`config.mk`:
```
export PLATFORM = sky130hd
export DESIGN_NAME = store_merge_ctrl
export DESIGN_NICKNAME = d
export VERILOG_FILES = /design/src/rtl/store_merge_ctrl.sv
export SDC_FILE = /design/constraint.sdc
export NUM_CORES = 1
export LEC_CHECK = 0
export ABC_AREA = 1
export BUFFER_PORTS_ARGS = -buffer_cell sky130_fd_sc_hd__buf_2
export CORE_AREA = 2 2 427 429
export DETAILED_ROUTE_END_ITERATION = 6
export DIE_AREA = 0 0 429 431
export PLACE_DENSITY_LB_ADDON = 0.12
export RECOVER_POWER = 100
export SYNTH_ARGS = -nofsm -noshare
export SYNTH_HDL_FRONTEND = slang
export SYNTH_SLANG_ARGS = --single-unit
```
`constraint.sdc`:
```
create_clock -name clk -period 5.93 [get_ports clk]
set_clock_uncertainty 0.05 [all_clocks]
set_input_delay 1.186 -clock clk [delete_from_list [all_inputs] [get_ports clk]]
set_output_delay 1.186 -clock clk [all_outputs]
set_load 0.05 [all_outputs]
```
`src/rtl/store_merge_ctrl.sv`:
```
// Read-merge-write controller: splices a 32-bit store into a 512-bit line via READ/MERGE/WRITE.
// Define STORE_BYTE_MASK_EN to add the req_be byte-enable port (default build replaces the full word).
module store_merge_ctrl #(
  parameter int INDEX_W = 6
) (
  input  logic               clk,
  input  logic               rst,
  input  logic               req_valid,
  output logic               req_ready,
  input  logic [INDEX_W-1:0] req_index,
  input  logic [3:0]         req_word,
  input  logic [31:0]        req_data,
`ifdef STORE_BYTE_MASK_EN
  input  logic [3:0]         req_be,
`endif
  output logic               arr_rd_en,
  output logic [INDEX_W-1:0] arr_rd_index,
  input  logic [511:0]       arr_rd_data,
  output logic               arr_wr_en,
  output logic [INDEX_W-1:0] arr_wr_index,
  output logic [511:0]       arr_wr_data,
  output logic               done,
  output logic [15:0]        store_cnt
);

  typedef enum logic [1:0] {
    ST_IDLE  = 2'd0,
    ST_READ  = 2'd1,
    ST_MERGE = 2'd2,
    ST_WRITE = 2'd3
  } state_t;

  state_t             state_q, state_d;
  logic [INDEX_W-1:0] index_q, index_d;
  logic [3:0]         word_q, word_d;
  logic [31:0]        data_q, data_d;
  logic [511:0]       line_q, line_d;
  logic [15:0]        cnt_q, cnt_d;
  logic [3:0]         be_s;
  logic               hs_s;

  // Bit offset of byte b in word w is {w, b, 3'b000}, so no offset can spill into a neighbour word.
  function automatic logic [511:0] merge_line(input logic [511:0] line,
                                              input logic [3:0]   word,
                                              input logic [31:0]  data,
                                              input logic [3:0]   be);
    logic [511:0] res;
    logic [8:0]   off;
    res = line;
    for (int b = 0; b < 4; b++) begin
      off = {word, b[1:0], 3'b000};
      res[off +: 8] = be[b] ? data[b*8 +: 8] : res[off +: 8];
    end
    return res;
  endfunction

  assign hs_s = req_valid && (state_q == ST_IDLE);

`ifdef STORE_BYTE_MASK_EN
  logic [3:0] be_q, be_d;

  always_comb begin
    if (hs_s) begin
      be_d = req_be;
    end else begin
      be_d = be_q;
    end
  end

  always_ff @(posedge clk) begin
    if (rst) begin
      be_q <= 4'h0;
    end else begin
      be_q <= be_d;
    end
  end

  assign be_s = be_q;
`else
  assign be_s = 4'hF;
`endif

  // FSM state register plus datapath registers.
  always_ff @(posedge clk) begin
    if (rst) begin
      state_q <= ST_IDLE;
      index_q <= '0;
      word_q  <= 4'h0;
      data_q  <= 32'h0;
      line_q  <= 512'h0;
      cnt_q   <= 16'h0;
    end else begin
      state_q <= state_d;
      index_q <= index_d;
      word_q  <= word_d;
      data_q  <= data_d;
      line_q  <= line_d;
      cnt_q   <= cnt_d;
    end
  end

  // FSM next-state logic.
  always_comb begin
    state_d = state_q;
    case (state_q)
      ST_IDLE:  begin
        if (hs_s) begin
          state_d = ST_READ;
        end else begin
          state_d = ST_IDLE;
        end
      end
      ST_READ:  state_d = ST_MERGE;
      ST_MERGE: state_d = ST_WRITE;
      ST_WRITE: state_d = ST_IDLE;
      default:  state_d = ST_IDLE;
    endcase
  end

  // FSM output decode.
  always_comb begin
    req_ready = 1'b0;
    arr_rd_en = 1'b0;
    arr_wr_en = 1'b0;
    done      = 1'b0;
    case (state_q)
      ST_IDLE:  req_ready = 1'b1;
      ST_READ:  arr_rd_en = 1'b1;
      ST_MERGE: req_ready = 1'b0;
      ST_WRITE: begin
        arr_wr_en = 1'b1;
        done      = 1'b1;
      end
      default: begin
        req_ready = 1'b0;
        arr_rd_en = 1'b0;
        arr_wr_en = 1'b0;
        done      = 1'b0;
      end
    endcase
  end

  // Request capture, line merge and saturating completion count.
  always_comb begin
    if (hs_s) begin
      index_d = req_index;
      word_d  = req_word;
      data_d  = req_data;
    end else begin
      index_d = index_q;
      word_d  = word_q;
      data_d  = data_q;
    end

    if (state_q == ST_MERGE) begin
      line_d = merge_line(arr_rd_data, word_q, data_q, be_s);
    end else begin
      line_d = line_q;
    end

    if ((state_q == ST_WRITE) && (cnt_q != 16'hFFFF)) begin
      cnt_d = cnt_q + 16'd1;
    end else begin
      cnt_d = cnt_q;
    end
  end

  assign arr_rd_index = index_q;
  assign arr_wr_index = index_q;
  assign arr_wr_data  = line_q;
  assign store_cnt    = cnt_q;

endmodule

```
==> impl_metrics.py <==
metrics = {
    "run_status": {
        "outcome": "finished with violations",
        "failed_checks": "capacitance limit, slew limit",
    },
    "setup_path": {
        "start_kind": "input port",
        "critPathKind": "in2reg",
        "cp_top_family": "buffers and inverters",
        "slowest_stage": "clkbuf_1",
        "crit_path_max_fanout": 68,
        "worst-path-buf-inv": 4,
        "reg2reg_depth": 11,
        "r2r-start": "word_q[0]",
        "rrSetupSlack_ns": 1.79,
        "worstSetupEndpointType": "register",
        "reg2reg_to": "arr_wr_data[229]",
        "cp.required_ns": 6.50,
        "path_cells": "clkbuf_1 > clkbuf_2 > buf_4 > nor2_1 > nand2_1 > inv_1",
        "arrival_ns": 5.08,
        "max_stage_delay_ns": 1.66,
    },
    "synth": {
        "seq_area_frac_synth_pct": 43.5,
        "yosysWarnings": 0,
        "syn_inst": 3902,
        "synth_seq_cells": 572,
        "syn_avg_cell_area_um2": 6.75,
        "synth_nets": 4471,
        "yosys.cell_types.count": 34,
        "syn-cell-area_mm2": 0.0264,
    },
    "clock_network": {
        "cts_root_buf": "clkbuf_16",
        "clk_latency_ns": 0.74,
        "cts_hold_buf": 0,
        "clock-sinks": 572,
        "cts_resized": 0,
        "cts_buffers": 82,
        "cts_tree": "yes",
        "path_clk_slew_ns": 0.06,
        "clk_path_buf_depth": 3,
        "ctsHtreeMaxLevel": 3,
        "postCtsSetupBuffers": 0,
    },
    "final_layout": {
        "drive_above_1_share_pct": 16.2,
        "fillCellCount": 21000,
        "multi_input_area_mm2": 0.0127,
        "fin_nets": 5432,
        "fin_area_mm2": 0.0364,
        "seq_area_mm2": 0.0115,
        "areaGrowthSynthToFinish_pct": 38.1,
    },
    "sta": {
        "setup_violations": 0,
        "worst_pin_slew_ns": 2.39,
        "rsz0062_at_grt": "false",
        "hold_slack_ns": 0.431,
        "fmax_ghz": 0.222,
        "maxSlewViolCount": 40,
        "maxSlewHeadroom_pct": -59.6,
        "finalHoldViolCount": 0,
        "tns_ns": 0,
        "post-route-period-util_pct": 75.9,
        "fin_crit_ns": 4.50,
    },
    "place": {
        "port_buffers": 1100,
        "dp.final_hpwl_um": 140000,
        "place_congestion": 0.848,
        "dpl_cell_area_mm2": 0.0343,
    },
    "detailed_routing": {
        "vias_per_cell": 4.26,
        "drt_pass1_iterations": 5,
        "drt_wl_total_um": 189000,
        "wl_per_cell_um": 25.9,
        "antenna_left": 0,
        "post-route-drc-count": 0,
        "vias": 31200,
        "drt_iter0_markers": 1962,
    },
    "grt": {
        "grt_usage_pct": 19.6,
        "antenna_found_initial": 107,
        "grt_max_degree": 193,
        "grt.overflow.total": 0,
        "grt_pass1_wl_um": 257000,
        "grt_pass1_vias": 30700,
    },
    "power_and_ir_drop": {
        "comb_power_share_pct": 51.0,
        "switching_power_uw": 13000,
        "power_density_mw_per_mm2": 638,
        "p_leak_uw": 0.0148,
        "swShare_pct": 55.8,
        "peakVddDrop_mv": 0.305,
        "pwr-share-seq_pct": 26.7,
        "p_clk_share_pct": 22.3,
        "p_int_uw": 10300,
    },
    "floorplan": {
        "die_w_um": 429,
        "die_h_um": 431,
        "initial_utilization_pct": 14.6,
        "core-area_mm2": 0.180,
        "ioPinCount": 1101,
        "die-area_mm2": 0.185,
        "rows": 156,
    },
    "min_path": {
        "worstHoldEndpoint": "arr_wr_data[241]",
        "holdPathStages": 2,
        "hp-class": "reg2reg",
        "min_from": "arr_wr_data[241]",
    },
    "flow_run": {
        "cap_violations": 1,
    },
}
[routing by layer]
metal	up-vias	global-route usage (%)	routed length [um]
met5	-	0	316
met4	54	5.31	5790
met3	337	5.22	11300
met2	1031	34.9	94600
met1	15000	22.9	77400
li1	14800	-	-
[cells by family after synthesis]
group / share of synthesized area, %
simple gates: 23.4
compound gates: 23.9
flops: 43.5
buf+inv: 8.43
fa+ha+maj: 0.570
xor+xnor: 0.266
[final cells by class]
type / count / share of cell area, %
well taps: 2370 / 8.15
flip-flops and latches: 572 / 31.5
multi-input cells: 2767 / 34.9
repair buffers: 1176 / 15.0
inverters: 264 / 2.77
diodes: 27 / 0.186
clock buffers: 125 / 6.74
clock inverters: 21 / 0.774
[placed cells by master (no fill, tap or decap), types with 2 or more instances in the layout]
| cell | n |
|---|---|
| nand2_1 | 872 |
| a21oi_1 | 778 |
| dfxtp_1 | 571 |
| clkbuf_1 | 564 |
| buf_2 | 555 |
| o21ai_0 | 407 |
| nor2_1 | 396 |
| inv_1 | 251 |
| nand3_1 | 150 |
| clkbuf_16 | 82 |
| buf_4 | 69 |
| nor3_1 | 59 |
| o211ai_1 | 48 |
| diode_2 | 27 |
| clkbuf_8 | 24 |
| ha_1 | 11 |
| clkinv_2 | 10 |
| inv_2 | 8 |
| nand2_2 | 7 |
| buf_12 | 6 |
| nor3_2 | 5 |
| nand4_1 | 5 |
| nor2_4 | 4 |
| xnor2_1 | 4 |
| xor2_1 | 4 |
| inv_16 | 4 |
| nand3_2 | 3 |
| inv_8 | 2 |
| nand2_4 | 2 |
| nand3_4 | 2 |
| clkinv_1 | 2 |
| nor3_4 | 2 |
| nor2_2 | 2 |
| bufinv_16 | 2 |
| clkinv_16 | 2 |
| clkinvlp_4 | 2 |
[power groups by stage]
stage	Clock [uW]	Combinational [uW]	Sequential, uW
global placement	0	12400	6230
finish	5170	11800	6210
CTS	5350	12500	6180
floorplan	0	3630	10700
detailed placement	0	12400	6230
global route	5470	12600	6370
[worst max path at each step]
stage / startpoint / to / cells after the start
4_1_cts: word_q[0] / arr_wr_data[193] / 10
3_3_place_gp: word_q[0] / arr_wr_data[193] / 10
6_report: rst / arr_wr_data[384] / 6
5_1_grt: rst / arr_wr_data[133] / 6
3_5_place_dp: word_q[0] / arr_wr_data[193] / 10
2_1_floorplan: word_q[1] / arr_wr_data[128] / 13
[flip-flops by register name, summed over array words and instances, names as in the netlist]
register and count:
store_cnt 16, state_q 2, arr_wr_data 512, data_q 32, arr_rd_index 6, word_q 4
[stage by stage]
stage	worst slack [ns]	instances	total power, uW	utilization, %
after global placement	2.30	7149	18700	19.0
after detailed placement	2.27	7149	18700	19.0
after global routing	1.15	7311	24500	20.2
final	1.43	7322	23200	20.2
after floorplan	3.26	3902	14400	-
after CTS	2.25	7295	24000	20.6
[cells in the mapped netlist]
library cell  instances  area, um2
buf_4                16        120
clkbuf_1            235        882
nand3_2               1       10.0
buf_6                 2       22.5
a21oi_1             778       3890
dfxtp_1             572      11500
nor3b_1               1       7.51
inv_1               248        931
nand3_1             152        761
buf_1                20       75.1
nand3b_1              1       7.51
nor3_4                1       16.3
xor2_1                4       35.0
nor2_2                6       37.5
and2_1                1       6.26
nand2_1             869       3260
inv_2                12       45.0
nor2_4                6       67.6
buf_2                26        130
nand2_8               1       20.0
nor3_1               64        320
o21ai_0             407       2040
clkinv_1              4       15.0
o211ai_1             48        360
nand2_2              10       62.6
nand3_4               2       35.0
nand4_2               1       12.5
ha_1                 12        150
nand2_4               2       22.5
nor2_8                1       20.0
xnor2_1               4       35.0
nor2_1              390       1460
nand4_1               4       25.0
nor3_2                1       10.0
[worst min-delay path: cells and delay by family (launching register included)]
kind | cells | cell delay [ns]
flip-flops | 1 | 0.32
AO/OA/AOI/OAI | 1 | 0.08
buffers and inverters | 1 | 0.05
Note: power is estimated with default switching activity, not from simulation.
